`src/rtl/decoder_pkg.sv`:
```
// Shared types and helpers for the strobe decoder: FSM state encoding and a
// constant-evaluable clog2 used to size the pulse counter.
package decoder_pkg;

    typedef enum logic {
        IDLE = 1'b0,
        HOLD = 1'b1
    } state_t;

    function automatic int clog2(input int value);
        int r;
        r = 0;
        while ((1 << r) < value) begin
            r = r + 1;
        end
        return r;
    endfunction

endpackage

```
`src/rtl/decoder_strobe_dec.sv`:
```
// Combinational N-to-M one-hot decoder; zero latency, no flow control.
// Indices at or above M decode to all-zero, as does a low enable.
module decoder_strobe_dec #(
    parameter int N = 2,
    parameter int M = 3
) (
    input  logic [N-1:0] sel,
    input  logic         en,
    output logic [M-1:0] dec
);

    always_comb begin
        dec = '0;
        for (int i = 0; i < M; i++) begin
            dec[i] = en && (sel == N'(i));
        end
    end

endmodule

```
`src/rtl/decoder_strobe.sv`:
```
// Handshaked one-hot strobe generator: accept at edge T drives out[addr] from T+1
// for PULSE_W enabled cycles; req_ready is low while a sequence runs or abort is set.
module decoder_strobe
    import decoder_pkg::*;
#(
    parameter int N       = 2,
    parameter int M       = 3,
    parameter int PULSE_W = 1
) (
    input  logic         clk,
    input  logic         rst_n,
    input  logic         req_valid,
    output logic         req_ready,
    input  logic [N-1:0] req_addr,
    input  logic         req_scan,
    input  logic         ena,
    input  logic         abort,
    output logic [M-1:0] out,
    output logic         busy,
    output logic         done,
    output logic         err
);

    if (M < 1 || M > (1 << N)) begin : g_bad_m
        $error("decoder_strobe: M must satisfy 1 <= M <= 2**N");
    end
    if (PULSE_W < 1) begin : g_bad_pw
        $error("decoder_strobe: PULSE_W must be >= 1");
    end

    localparam int            CW    = clog2(PULSE_W + 1);
    localparam logic [CW-1:0] PW    = CW'(PULSE_W);
    localparam logic [N:0]    M_LIM = (N + 1)'(M);
    localparam logic [N-1:0]  LAST  = N'(M - 1);

    state_t        state, state_d;
    logic [N-1:0]  idx, idx_d;
    logic          scan, scan_d;
    logic [CW-1:0] cnt, cnt_d, cnt_inc;
    logic          done_d, err_d;
    logic          accept, addr_ok, act;
    logic [M-1:0]  dec_out;

    assign req_ready = rst_n && (state == IDLE) && !abort;
    assign accept    = req_valid && req_ready;
    assign addr_ok   = {1'b0, req_addr} < M_LIM;
    assign busy      = (state != IDLE);
    assign cnt_inc   = cnt + CW'(1);
    // A pulse cycle is consumed only when the strobe was actually visible.
    assign act       = |out;

    always_comb begin
        state_d = state;
        idx_d   = idx;
        scan_d  = scan;
        cnt_d   = cnt;
        done_d  = 1'b0;
        err_d   = 1'b0;
        if (abort) begin
            state_d = IDLE;
            cnt_d   = '0;
        end else begin
            case (state)
                IDLE: begin
                    if (accept) begin
                        if (addr_ok) begin
                            state_d = HOLD;
                            idx_d   = req_addr;
                            scan_d  = req_scan;
                            cnt_d   = '0;
                        end else begin
                            err_d = 1'b1;
                        end
                    end
                end
                HOLD: begin
                    if (act) begin
                        if (cnt_inc == PW) begin
                            cnt_d = '0;
                            if (!scan || idx == LAST) begin
                                state_d = IDLE;
                                done_d  = 1'b1;
                            end else begin
                                idx_d = idx + N'(1);
                            end
                        end else begin
                            cnt_d = cnt_inc;
                        end
                    end
                end
                default: begin
                    state_d = IDLE;
                end
            endcase
        end
    end

    // Decoding the next-state index lets the registered strobe appear one cycle after accept.
    decoder_strobe_dec #(
        .N (N),
        .M (M)
    ) u_dec (
        .sel (idx_d),
        .en  ((state_d == HOLD) && ena),
        .dec (dec_out)
    );

    always_ff @(posedge clk or negedge rst_n) begin
        if (!rst_n) begin
            state <= IDLE;
            idx   <= '0;
            scan  <= 1'b0;
            cnt   <= '0;
            out   <= '0;
            done  <= 1'b0;
            err   <= 1'b0;
        end else begin
            state <= state_d;
            idx   <= idx_d;
            scan  <= scan_d;
            cnt   <= cnt_d;
            out   <= dec_out;
            done  <= done_d;
            err   <= err_d;
        end
    end

endmodule
```
`config.mk`:
```
export PLATFORM = sky130hd
export DESIGN_NAME = decoder_strobe
export DESIGN_NICKNAME = d
export VERILOG_FILES = /design/src/rtl/decoder_pkg.sv /design/src/rtl/decoder_strobe_dec.sv /design/src/rtl/decoder_strobe.sv
export SDC_FILE = /design/constraint.sdc
export NUM_CORES = 1
export LEC_CHECK = 0
export CAP_MARGIN = 20
export CORE_AREA = 2 2 39 41
export CTS_BUF_LIST = sky130_fd_sc_hd__clkbuf_16
export DETAILED_ROUTE_END_ITERATION = 10
export DIE_AREA = 0 0 41 43
export PLACE_DENSITY = 0.74
export SETUP_SLACK_MARGIN = 0.3
export SYNTH_ARGS = -nofsm -noshare
export SYNTH_HDL_FRONTEND = slang
export SYNTH_SLANG_ARGS = --single-unit
```
`constraint.sdc`:
```
create_clock -name clk -period 4.2 [get_ports clk]
set_input_delay 0.63 -clock clk [delete_from_list [all_inputs] [get_ports clk]]
set_output_delay 0.63 -clock clk [all_outputs]
set_load 0.03 [all_outputs]
```
==> metrics <==
outcome=completed; first-pass GRT wire length=1550 um; Routability Congestion=0.696; Post-synth EDFFs=0; Initial Util=33.2%; post-route ant nets=0; Max Cap Viol=0; initial antenna violation count=0; post-synthesis cell type count=25; cell taking the most area after synthesis=dfrtp_1; vias=350; final setup vio count=0; Max Slew Vio Count=0; H-tree levels=1; worst skew pair latency=0.23 ns; Placed Cells=65; worst slew pin tran=0.514 ns; total grt overflow=0; Tmin final=2.98 ns; list of most frequent post-synthesis cells=9 x dfrtp_1, 3 x inv_1; # rows=14; Fmax achieved=0.335 GHz; CTS max path bufs=2; Max FO, Critical Path=11; Total GRT Usage=14.0%; Layout area overhead=52.0%; synth warn=0; Avg Vias per Cell=5.07; Final #Nets=63; DR WL/cell=13.6 um; root buffer cell=clkbuf_16; share of cells above drive strength 1=18.9%; Sum Neg Setup Slack=0 ns; main flop type after synthesis=dfrtp_1; Slew HR=65.6%; pin count of the biggest net entering global routing=12; Final Cycle Share=71.1%; final hold vios=0; leakage power=0.000298 uW; Die Height=43 um; final wirelength=937 um; Die X=41 um; #FFs+latches synth=9; vias in the first global route=367; Core Box Area=1380 um2; CTS Buf Count=3; CTS Hold Buffers Added=0; initial DRC count=2; Power, Total=314 uW; critical path class=in -> out; P per Cell Area=449 nW/um2; Final Core Density=50.5%; cells after synthesis=35; slowest cell delay on critical path=0.79 ns; peak supply drop=0.243 mV; setup bufs post-CTS=0; Layout Cells excl Fill=69; Fill cells=126; crit end category=output port; critical-path cell list=clkdlybuf4s50_1 -> nor3b_1 -> clkdlybuf4s50_1; Final Skew=0.000797 ns; cell with the most instances after synthesis=dfrtp_1; HP Class=reg -> reg; Clk pin slew, worst setup/hold paths=0.04 ns; n_diodes=0; slowest CP cell=clkdlybuf4s50_1; RSZ-0062 raised after global routing=false; Async SR Flop Fraction=100%; syn nets=44; CTS Sinks=9; Ports=15; post-synthesis cell area=459 um2; CP Data Required Time=3.57 ns; Initial DRT Pass Iterations=2; WP data arrival=2.35 ns; CP most frequent cell=clkdlybuf4s50_1; Synth top area share=49.0%; Avg Inst Size Synth=13.1 um2; port bufs=14; Area contributors post-synth=dfrtp_1 49%, nand4bb_4 6.0%, nor3_4 3.5%, nand2b_4 3.0%, and4bb_1 2.7%; drt drc=0; die area=1760 um2; CP Launch Type=input port; TritonCTS clock tree=done; register area share after synthesis=49.0%; # resized after CTS=0
## critical path: cells and delay by family
kind,cells,cell delay (ns)
buffers and inverters,2,1.48
AND/OR/NAND/NOR,1,0.24
## power breakdown
| group | switching, uW | internal, uW |
|---|---|---|
| logic | 23.7 | 24.7 |
| registers | 5.31 | 95.0 |
| clock network | 40.6 | 124 |
| total | 69.6 | 244 |
## area by class of cell
class,count,area (um2),share of cell area [%]
sequential,9,225,32.3
tap,16,20.0,2.87
timing repair buffer,14,140,20.1
clock buffer,3,75.1,10.8
clock inverter,1,3.75,0.538
multi-input combinational,23,223,31.9
inverter,3,11.3,1.61
## cells in the final DEF (no fill, tap or decap), types with 3 or more instances in the layout
cell type         n
clkdlybuf4s50_1  14
dfrtp_1           9
inv_1             4
clkbuf_16         3
## layer usage
| metal | vias to the layer above | GRT usage, % | routed length, um |
|---|---|---|---|
| met1 | 163 | 13.0 | 358 |
| li1 | 169 | - | - |
| met5 | - | 0 | 0 |
| met4 | 0 | 12.0 | 32 |
| met2 | 14 | 22.2 | 485 |
| met3 | 4 | 5.24 | 61 |
## path summary, 6_finish.rpt
check / startpoint / endpoint / slack, ns / cells past startpoint
setup / recovery: rst_n / req_ready / 1.22 / 3
hold / removal: scan$_DFFE_PN0P_ / scan$_DFFE_PN0P_ / 0.56 / 1
setup reg to reg: idx[0]$_DFF_PN0_ / out[1]$_DFF_PN0_ / 2.60 / 6
hold reg to reg: scan$_DFFE_PN0P_ / scan$_DFFE_PN0P_ / 0.56 / 1
max in group asynchronous: rst_n / busy$_DFF_PN0_ / 3.11 / 1
min in group asynchronous: rst_n / err$_DFF_PN0_ / 0.74 / 1
## kinds of logic (layout without fill, tap and decap cells)
group                    after synthesis  in the layout  synth area share [%]
adder cells (fa/ha/maj)                1              1                  2.72
AND/OR/NAND/NOR                       13             13                  29.4
AO/OA/AOI/OAI                          8              8                  13.9
buffers and inverters                  3             21                  2.45
flip-flops                             9              9                  49.0
multiplexers                           1              1                  2.45
## registers in the layout, summed over array words and instances (netlist names)
name and cells:
idx 2, done 1, scan 1, busy 1
err 1, out 3
## metrics by stage
step | setup slack, ns | area [um2] | hold WS (ns)
after floorplan | 2.20 | 459 | 0.334
after global placement | 1.21 | 619 | 0.515
after detailed placement | 1.19 | 619 | 0.530
after CTS | 1.17 | 698 | 0.570
after global routing | 1.04 | 698 | 0.585
final | 1.22 | 698 | 0.560
(Power assumes the default switching activity.)
